$ cat src/rtl/sa_feeder.sv
// sa_feeder: skews A/B rows into a SIZE x SIZE systolic array edge.
// Ports: clk, rst_n; i_vld/o_rdy/i_row/i_is_b/i_last input row handshake;
//   o_we weight strobe; o_a_vld/o_a_rows skewed left-edge lanes;
//   o_c_vld result-valid seeds; o_busy (not IDLE); o_err protocol error.
// Option: define SA_FEEDER_STATS_EN to add o_row_cnt (forwarded A rows).
module sa_feeder #(
   parameter int WIDTH = 16,
   parameter int SIZE  = 4
) (
   input  logic                        clk,
   input  logic                        rst_n,
   input  logic                        i_vld,
   output logic                        o_rdy,
   input  logic [SIZE-1:0][WIDTH-1:0]  i_row,
   input  logic                        i_is_b,
   input  logic                        i_last,
   output logic                        o_we,
   output logic [SIZE-1:0]             o_a_vld,
   output logic [SIZE-1:0][WIDTH-1:0]  o_a_rows,
   output logic [SIZE-1:0]             o_c_vld,
   output logic                        o_busy,
   output logic                        o_err
`ifdef SA_FEEDER_STATS_EN
   ,
   output logic [15:0]                 o_row_cnt
`endif
);

   typedef enum logic [1:0] {
      IDLE,
      LOAD,
      STREAM,
      DRAIN
   } state_t;

   localparam int CW = $clog2(SIZE);
   localparam logic [CW-1:0] LOAD_END  = CW'(SIZE - 1);
   localparam logic [CW-1:0] DRAIN_END = CW'(SIZE - 2);

   state_t        state, state_nx;
   logic          w_loaded, w_loaded_nx;
   // Shared: B-row count in LOAD, cycle count in DRAIN.
   logic [CW-1:0] cnt, cnt_nx;
   logic          acc, fwd_a, fwd_b, err;

   assign o_rdy  = (state != DRAIN);
   assign o_busy = (state != IDLE);
   assign acc    = i_vld & o_rdy;

   always_ff @(posedge clk or negedge rst_n) begin
      if (!rst_n) begin
         state    <= IDLE;
         w_loaded <= 1'b0;
         cnt      <= '0;
         o_we     <= 1'b0;
         o_err    <= 1'b0;
      end else begin
         state    <= state_nx;
         w_loaded <= w_loaded_nx;
         cnt      <= cnt_nx;
         o_we     <= fwd_b;
         o_err    <= err;
      end
   end

   always_comb begin
      state_nx    = state;
      w_loaded_nx = w_loaded;
      cnt_nx      = cnt;
      fwd_a       = 1'b0;
      fwd_b       = 1'b0;
      err         = 1'b0;
      unique case (state)
         IDLE: begin
            if (acc) begin
               if (i_is_b) begin
                  fwd_b    = 1'b1;
                  cnt_nx   = CW'(1);
                  state_nx = LOAD;
               end else if (w_loaded) begin
                  // A single-row batch goes straight to drain.
                  fwd_a    = 1'b1;
                  cnt_nx   = '0;
                  state_nx = i_last ? DRAIN : STREAM;
               end else begin
                  err = 1'b1;
               end
            end
         end
         LOAD: begin
            if (acc) begin
               if (i_is_b) begin
                  fwd_b = 1'b1;
                  if (cnt == LOAD_END) begin
                     w_loaded_nx = 1'b1;
                     cnt_nx      = '0;
                     state_nx    = STREAM;
                  end else begin
                     cnt_nx = cnt + CW'(1);
                  end
               end else begin
                  err = 1'b1;
               end
            end
         end
         STREAM: begin
            if (acc) begin
               if (!i_is_b) begin
                  fwd_a = 1'b1;
                  if (i_last) begin
                     cnt_nx   = '0;
                     state_nx = DRAIN;
                  end
               end else begin
                  err = 1'b1;
               end
            end
         end
         DRAIN: begin
            if (cnt == DRAIN_END) begin
               cnt_nx   = '0;
               state_nx = IDLE;
            end else begin
               cnt_nx = cnt + CW'(1);
            end
         end
      endcase
   end

   // Lane k delays by 1+k; chains shift every cycle and load zeros
   // whenever no row is forwarded.
   for (genvar k = 0; k < SIZE; k++) begin : g_lane
      logic [k:0][WIDTH-1:0] d;
      logic [k:0]            v;
      logic [k:0]            c;

      always_ff @(posedge clk or negedge rst_n) begin
         if (!rst_n) begin
            d <= '0;
            v <= '0;
            c <= '0;
         end else begin
            d[0] <= (fwd_a | fwd_b) ? i_row[k] : '0;
            v[0] <= fwd_a | fwd_b;
            c[0] <= fwd_a;
            for (int j = 1; j <= k; j++) begin
               d[j] <= d[j-1];
               v[j] <= v[j-1];
               c[j] <= c[j-1];
            end
         end
      end

      assign o_a_rows[k] = d[k];
      assign o_a_vld[k]  = v[k];
      assign o_c_vld[k]  = c[k];
   end

`ifdef SA_FEEDER_STATS_EN
   always_ff @(posedge clk or negedge rst_n) begin
      if (!rst_n) begin
         o_row_cnt <= '0;
      end else if (fwd_a) begin
         o_row_cnt <= o_row_cnt + 16'd1;
      end
   end
`endif

endmodule

$ cat config.mk
export PLATFORM = sky130hd
export DESIGN_NAME = sa_feeder
export DESIGN_NICKNAME = d
export VERILOG_FILES = /design/src/rtl/sa_feeder.sv
export SDC_FILE = /design/constraint.sdc
export NUM_CORES = 1
export LEC_CHECK = 0
export BUFFER_PORTS_ARGS = -buffer_cell sky130_fd_sc_hd__buf_2
export CAP_MARGIN = 20
export CORE_ASPECT_RATIO = 1.75
export CORE_MARGIN = 4
export CORE_UTILIZATION = 58
export CTS_BUF_LIST = sky130_fd_sc_hd__clkbuf_2 sky130_fd_sc_hd__clkbuf_4 sky130_fd_sc_hd__clkbuf_8
export CTS_CLUSTER_SIZE = 40
export DETAILED_ROUTE_END_ITERATION = 10
export GPL_ROUTABILITY_DRIVEN = 0
export PLACE_DENSITY_LB_ADDON = 0.1
export SYNTH_ARGS = -nofsm -noshare
export SYNTH_HDL_FRONTEND = slang
export SYNTH_SLANG_ARGS = --single-unit
$ cat constraint.sdc
create_clock -name clk -period 3.4 [get_ports clk]
set_input_delay 0 -clock clk [delete_from_list [all_inputs] [get_ports clk]]
set_output_delay 0 -clock clk [all_outputs]
set_load 0.005 [all_outputs]
* Word-level counts from Yosys, hierarchy flattened
Cells that the tools add are included.
** Word-level totals
- Output and inout bits :: 76
- Bits of input ports :: 69
- Register bits after elaboration :: 187
- Word-level logic and storage cells :: 87
** Cells by class
- Bitwise gates (word level) :: 2
- Mux-type cells :: 40
- Eq/ne operators :: 15
- Add/sub/neg operators :: 1
- Reduce and logical (&&, ||, !) cells :: 6
** Operators with widths (number)
- 16-bit 2-to-1 mux :: 4
- 2-bit 2-to-1 mux :: 20
- 2-bit inequality test (second input constant) :: 9
- 2-bit case mux with 4 select lines :: 2
- 1-bit 2-to-1 mux :: 12
- 9-bit AND reduction :: 1
- 2-bit == test (second input constant) :: 4
- 7-bit AND reduction :: 1
- 4-bit AND reduction :: 1
- 3-bit inequality test (second input constant) :: 1
- 1-bit case mux with 3 select lines :: 1
- 2-bit by 1-bit adder with 2-bit output (second input constant) :: 1
- 2-bit by 1-bit == test with 1-bit output (second input constant) :: 1
- 2-bit zero test :: 1
- 1-bit case mux with 2 select lines :: 1
- 2-bit nonzero test :: 1
- 2-bit OR reduction :: 1
- 1-bit AND :: 1
- 1-bit bitwise OR :: 1

* Logic depth before layout (Yosys ltp)
Gate-level depths: netlist (run 1).
- Depth after elaboration :: 6
- Depth in mapped cells :: 8
- Mapped depth without buffers :: 6

* Least setup slack after synthesis (run 1)
Ideal clock, no wire load.
- Path type :: register to register
- Start :: register state[0]
- End :: register state[0]
- Library setup time :: 0.125 ns
- Stages on the path, launching flop included :: 7
- Clock period less this slack :: 1.748 ns
- Buffers on the path :: 0
- Arrival :: 1.623 ns
- Slack :: 1.652 ns
- Cells stage by stage :: dfrtp_1 > inv_1 > ha_1 > nor2_1 > o221a_2 > and3_4 > mux2_4
** Between the ends
- Cells in the longest elaborated chain, start to end :: 4
- Elaborated cells on any way between the ends :: 17
** RTL lines
- start, declared :: line 40 : state_t state, state_nx;
- start signal, assigned :: line 58 : state <= state_nx;
- 2-bit inequality test :: line 46 : assign o_rdy = (state != DRAIN);
- 1-bit AND :: line 48 : assign acc = i_vld & o_rdy;
- 2-bit inequality test (no source line)
- 9-bit AND reduction (no source line)
Several ways; a longest one is shown, not always the timed one.
A chain may end at the register's enable or synchronous reset.

* Worst setup path in the final report (run 1)
Same ends and word-level chain as after synthesis.

==> results.tsv, run 1 <==
stage	metric	value	unit
run_status	outcome	finished, final reports clean	
sta	Tcrit/Tclk final	59.9	%
critical_path	cells on worst reg2reg path	6	
clocking	Setup Buffers After CTS	0	
route	remaining antenna violation count	0	
synth	fraction of synthesized cell area taken by the top area cell type	78.4	%
synth	sequential cell area fraction in the yosys report	78.4	%
floorplan	die outline area	11300	um2
synth	Cell Area, Synth	5590	um2
critical_path	terminus of the critical flop-to-flop path	state[0]$_DFFE_PN0P_	
sta	achievable clock frequency	491	MHz
critical_path	longest individual stage delay on the worst path	0.43	ns
floorplan	Initial Util	59.4	%
critical_path	startpoint type of the worst setup path	flop	
route	number of violations reported at the end of detailed-routing iteration 0	89	
global_route	number of global-route vias before repair	3025	
hold_path	type of the most critical hold path	in -> async	
critical_path	slowest stage cell on the critical path	dfrtp_1	
critical_path	worst-path fanout max	7	
sta	final hold slack	0.190	ns
sta	unrepaired setup endpoints after global routing	false	
clocking	H-tree level count	4	
floorplan	die span in y	138	um
sta	pin slew with the least headroom to its limit	0.858	ns
route	via/cell ratio	4.47	
clocking	clock sink total	175	
job	number of maximum-capacitance constraint violations	0	
synth	Yosys cell types	25	
synth	synthesized flop and latch total	175	
global_route	wire length of the first global-routing pass	14.4	mm
floorplan	core area	9410	um2
sta	worst slew margin relative to its limit	42.8	%
sta	count of final hold-check violations	0	
global_route	aggregate global routing overflow	0	
clocking	CTS tree	done	
sta	max-slew violation total from the final report	0	
synth	number of warning messages in the yosys log	0	
route	Routed WL per cell	13.9	um
power_and_ir_drop	Max VDD drop	539	uV
global_route	maximum number of pins on one net before global-route repair	99	
floorplan	Boundary Pins	145	
synth	top cell type by total area after synthesis	dfrtp_1	
final_layout	most common cell after layout, fill and taps aside	dfrtp_1	
synth	total nets after synthesis	421	
route	DRC viols	0	
clocking	clock latency of the later-clocked register in the worst-skew pair	0.43	ns
clocking	Max Root-Sink Buffers	2	
synth	number of instances in the synthesized netlist	343	
final_layout	growth of design area from synthesis to finish	28.3	%
clocking	Num CTS Buffers	17	
route	count of TritonRoute iterations in the first routing pass	4	
critical_path	WS Path Type	reg -> reg	
sta	final setup violating endpoints	0	
synth	biggest area contributors in the synthesized netlist	dfrtp_1, and2_1, buf_4	
clocking	Clock Pin Slew Worst Setup and Hold Paths	0.09	ns
critical_path	Arrival @ worst endpoint	2.35	ns
power_and_ir_drop	power density over the cells	670	nW/um2
global_route	antenna violations before repair	0	
critical_path	slack of the worst reg-to-reg path	1.36	ns
placed_design	port buffer count	144	
final_layout	diode count	0	
final_layout	most used cells in the layout excluding fill and tap cells	dfrtp_1, buf_2, dlygate4sd3_1, and2_1, clkbuf_8	
route	Post-Route WL	9.13	mm
global_route	gr usage total	17.5	%
critical_path	Worst EP required	3.72	ns
placed_design	post-detailed-placement half-perimeter wirelength	5.62	mm
synth	Avg Synthesized Cell Area	16.3	um2
route	number of vias after detailed routing	2933	
sta	fin crit period	2.04	ns
critical_path	CP cell instances	inv_1 -> ha_1 -> nor2_1 -> o221a_2 -> and3_4 -> mux2_4	
power_and_ir_drop	leakage power summed over all cells	3.97	nW
power_and_ir_drop	Tot Pwr	4.80	mW
final_layout	Nets	599	
critical_path	kind of end point of the critical path	flop	
final_layout	share of post-route cells with drive strength above 1	34.5	%
clocking	root buf cell	clkbuf_8	
floorplan	die span in x	82.2	um
sta	Layout Skew	0.0101	ns
floorplan	Rows	47	
critical_path	Reg2Reg Launch Point	state[0]$_DFFE_PN0P_	
sta	Setup TNS Final	0	ns
-- power breakdown --
group          total [mW]  internal [mW]  switching (mW)
combinational       0.837          0.420           0.417
clock                1.40          0.686           0.714
sequential           2.56           2.45           0.117
total                4.80           3.55            1.25
-- what timing repair did --
| action | in CTS | in global routing |
|---|---|---|
| resized for setup | 0 | 0 |
| hold buffers | 69 | 0 |
| endpoints found under the hold margin | 166 | 0 |
-- through the flow --
step           utilization (%)  instances  cell area, um2  setup slack (ns)
2_1_floorplan                -        343            5590              1.65
3_3_place_gp              64.3        554            6050              1.19
3_5_place_dp              64.3        554            6050              1.08
4_1_cts                   76.0        655            7150              1.06
5_1_grt                   76.2        656            7170              1.27
6_report                  76.2        656            7170              1.36
-- critical path, delay by kind of cell (launching register included) --
kind | cells | cell delay (ns)
flip-flops | 1 | 0.43
adder cells (fa/ha/maj) | 1 | 0.29
multiplexers | 1 | 0.30
buffers and inverters | 1 | 0.09
AO/OA/AOI/OAI | 1 | 0.25
AND/OR/NAND/NOR | 2 | 0.55
-- flip-flops by register name, indices dropped and copies added, names as in the netlist --
name      cells
state         2
cnt           2
g_lane.d    112
g_lane.c      4
o_a_rows     48
o_we          1
o_err         1
w_loaded      1
g_lane.v      4
-- kinds of logic (layout without fill, tap and decap cells) --
logic type / count (synthesis) / in the layout / synth area share (%)
AO/OA/AOI/OAI: 12 / 12 / 1.59
flip-flops: 175 / 175 / 78.4
buffers and inverters: 65 / 256 / 8.55
AND/OR/NAND/NOR: 77 / 77 / 8.49
multiplexers: 5 / 5 / 0.985
adder cells (fa/ha/maj): 9 / 9 / 2.02
-- routing by layer --
layer	vias up	part of all wire [%]	GRT usage, %
li1	1369	-	-
met4	0	2.4	9.33
met3	21	5.7	5.10
met1	1433	37	20.9
met5	-	0	0
met2	110	55	28.3
-- layout make-up --
type                       count  area, um2
fill                         580       2240
inverter                       8       30.0
tap                          122        153
sequential                   175       4380
multi-input combinational    103        738
timing repair buffer         216       1470
clock inverter                14        155
clock buffer                  18        248
-- synthesized netlist by cell type (all sizes together) --
| cell type | n |
|---|---|
| dfrtp | 175 |
| and2 | 64 |
| buf | 57 |
| ha | 9 |
| inv | 8 |
| mux2i | 4 |
| nor2 | 4 |
| nand2b | 3 |
| o21ai | 3 |
| a21oi | 2 |
| nand2 | 2 |
| nor3 | 2 |
| a22o | 1 |
| a31oi | 1 |
| a41o | 1 |
| and3 | 1 |
| mux2 | 1 |
| nor2b | 1 |
| o211ai | 1 |
| o21bai | 1 |
| o221a | 1 |
| o2bb2ai | 1 |
-- worst max-delay path by stage --
stage	from	end	slack [ns]
CTS	state[0]$_DFFE_PN0P_	g_lane[2].d[7]$_DFF_PN0_	1.06
global placement	state[0]$_DFFE_PN0P_	g_lane[2].d[6]$_DFF_PN0_	1.19
global route	state[0]$_DFFE_PN0P_	state[0]$_DFFE_PN0P_	1.27
finish	state[0]$_DFFE_PN0P_	state[0]$_DFFE_PN0P_	1.36
floorplan	state[0]$_DFFE_PN0P_	state[0]$_DFFE_PN0P_	1.65
detailed placement	state[0]$_DFFE_PN0P_	g_lane[2].d[7]$_DFF_PN0_	1.08
Note: power is estimated with default switching activity, not from simulation.
==> run 2, diff against run 1 <==
--- a/config.mk
+++ b/config.mk
@@ -9,7 +9,7 @@
 export CAP_MARGIN = 20
 export CORE_ASPECT_RATIO = 1.75
 export CORE_MARGIN = 4
-export CORE_UTILIZATION = 58
+export CORE_UTILIZATION = 54
 export CTS_BUF_LIST = sky130_fd_sc_hd__clkbuf_2 sky130_fd_sc_hd__clkbuf_4 sky130_fd_sc_hd__clkbuf_8
 export CTS_CLUSTER_SIZE = 40
 export DETAILED_ROUTE_END_ITERATION = 10
==> constraint.sdc (replaced) <==
create_clock -name clk -period 2 [get_ports clk]
set_input_delay 0 -clock clk [delete_from_list [all_inputs] [get_ports clk]]
set_output_delay 0 -clock clk [all_outputs]
set_load 0.005 [all_outputs]
==> results.tsv, run 2 (synthesis results as in run 1) <==
stage	metric	value	unit
critical_path	worst setup path endpoint	state[0]$_DFFE_PN0P_	
critical_path	CP cell instances	inv_1 -> ha_1 -> buf_4 -> nand2b_1 -> o2bb2ai_1 -> and3_4 -> mux2_4	
critical_path	longest individual stage delay on the worst path	0.43	ns
critical_path	Reg2Reg Launch Point	state[0]$_DFFE_PN0P_	
global_route	gr usage total	17.2	%
clocking	Num CTS Buffers	17	
critical_path	first element of the critical path	state[0]$_DFFE_PN0P_	
critical_path	worst-path fanout max	5	
global_route	wire length of the first global-routing pass	15.7	mm
run_status	outcome	finished, final reports clean	
floorplan	die outline area	12100	um2
floorplan	die span in y	143	um
global_route	number of global-route vias before repair	3251	
route	Post-Route WL	9.59	mm
placed_design	worst setup slack after placement	0.0369	ns
sta	unrepaired setup endpoints after global routing	false	
final_layout	diode count	0	
sta	Setup TNS Final	0	ns
critical_path	Arrival @ worst endpoint	2.21	ns
hold_path	type of the most critical hold path	in -> reg	
floorplan	Initial Util	56.0	%
floorplan	Boundary Pins	145	
clocking	clock latency of the later-clocked register in the worst-skew pair	0.43	ns
final_layout	growth of design area from synthesis to finish	30.1	%
sta	max-slew violation total from the final report	0	
sta	achievable clock frequency	526	MHz
critical_path	slowest stage cell on the critical path	dfrtp_1	
final_layout	area used by multi-input combinational logic	757	um2
sta	worst slew margin relative to its limit	66.4	%
power_and_ir_drop	leakage power summed over all cells	4.03	nW
sta	pin slew with the least headroom to its limit	0.504	ns
global_route	aggregate global routing overflow	0	
critical_path	terminus of the critical flop-to-flop path	state[0]$_DFFE_PN0P_	
floorplan	core area	9970	um2
power_and_ir_drop	Max VDD drop	820	uV
global_route	antenna violations before repair	0	
critical_path	cells on worst reg2reg path	7	
clocking	clock sink total	175	
clocking	CTS tree	done	
clocking	Max Root-Sink Buffers	2	
placed_design	post-detailed-placement half-perimeter wirelength	6.21	mm
final_layout	Filler Cells Inserted	690	
floorplan	die span in x	84.9	um
placed_design	port buffer count	144	
route	number of vias after detailed routing	2955	
critical_path	kind of end point of the critical path	flop	
sta	final setup violating endpoints	0	
route	DRC viols	0	
power_and_ir_drop	power density over the cells	1170	nW/um2
final_layout	share of post-route cells with drive strength above 1	35.4	%
floorplan	Rows	48	
route	via/cell ratio	4.45	
critical_path	startpoint type of the worst setup path	flop	
sta	fin crit period	1.90	ns
final_layout	storage element area	4380	um2
final_layout	most used cells in the layout excluding fill and tap cells	dfrtp_1, buf_2, dlygate4sd3_1, and2_1, clkbuf_8	
critical_path	WS Path Type	reg -> reg	
clocking	Clock Pin Slew Worst Setup and Hold Paths	0.08	ns
route	remaining antenna violation count	0	
route	number of violations reported at the end of detailed-routing iteration 0	100	
final_layout	number of flip-flops in the largest register	112	
sta	Layout Skew	0.0107	ns
final_layout	most common cell after layout, fill and taps aside	dfrtp_1	
final_layout	Nets	604	
critical_path	Worst EP required	2.31	ns
clocking	root buf cell	clkbuf_8	
route	Routed WL per cell	14.4	um
job	number of maximum-capacitance constraint violations	0	
sta	count of final hold-check violations	0	
critical_path	slack of the worst reg-to-reg path	0.10	ns
final_layout	largest register by flop count	g_lane.d	
sta	post-layout worst setup margin	0.100	ns
clocking	H-tree level count	4	
route	count of TritonRoute iterations in the first routing pass	4	
global_route	maximum number of pins on one net before global-route repair	58	
sta	Tcrit/Tclk final	95.0	%
[run 2: final cells by class]
class,instances,share of cell area [%]
clock buffers,19,3.51
clock inverters,13,2.72
inverters,8,0.413
multi-input cells,104,10.4
flip-flops and latches,175,60.3
well taps,125,2.15
repair buffers,220,20.5
[run 2: worst min path at each step]
stage                     cells after the start  startpoint                       end  slack (ns)
final                                         4      i_last      state[0]$_DFFE_PN0P_        0.05
after global routing                          4      i_last      state[0]$_DFFE_PN0P_        0.06
after CTS                                     4      i_last      state[0]$_DFFE_PN0P_        0.02
after detailed placement                      1       rst_n  g_lane[1].d[2]$_DFF_PN0_       -0.01
after global placement                        1       rst_n  g_lane[1].d[2]$_DFF_PN0_       -0.03
after floorplan                               0       rst_n        cnt[0]$_DFFE_PN0P_       -0.30
[run 2: report_power, final]
group / switching [mW] / internal, mW / leakage, nW
logic: 0.750 / 0.757 / 1.40
clock network: 1.21 / 1.44 / 0.231
registers: 0.197 / 4.16 / 2.40
total: 2.16 / 6.36 / 4.03
[run 2: worst max-delay path, delay by kind of cell (launching register included)]
kind | cells | cell delay, ns
DFF | 1 | 0.43
and+or+nand+nor | 2 | 0.34
muxes | 1 | 0.29
buffers and inverters | 2 | 0.28
adders and majority gates | 1 | 0.27
AOI/OAI and AO/OA | 1 | 0.18
[run 2: per-stage QoR]
stage / power [mW] / std cells / instance area [um2] / hold slack [ns] / utilization (%)
floorplan: 5.39 / 343 / 5590 / -0.296 / -
global placement: 5.71 / 562 / 6110 / -0.0290 / 61.3
detailed placement: 5.79 / 562 / 6110 / -0.0132 / 61.3
CTS: 8.54 / 662 / 7240 / 0.0161 / 72.6
global route: 8.99 / 664 / 7270 / 0.0612 / 72.9
finish: 8.51 / 664 / 7270 / 0.0539 / 72.9
[run 2: layer usage]
metal	share of wire, %	routed length (um)	vias to the layer above	track usage (%)
met3	5.0	481	23	5.16
li1	-	-	1386	-
met5	0	0	-	0
met1	36	3490	1452	19.9
met2	56	5350	94	29.2
met4	2.9	280	0	8.09
[run 2: what timing repair did]
action | in CTS | in global routing
setup endpoints to repair | 0 | 46
hold buffers | 68 | 0
setup buffers | 0 | 1
gates resized for setup | 0 | 2
endpoints found under the hold margin | 184 | 0
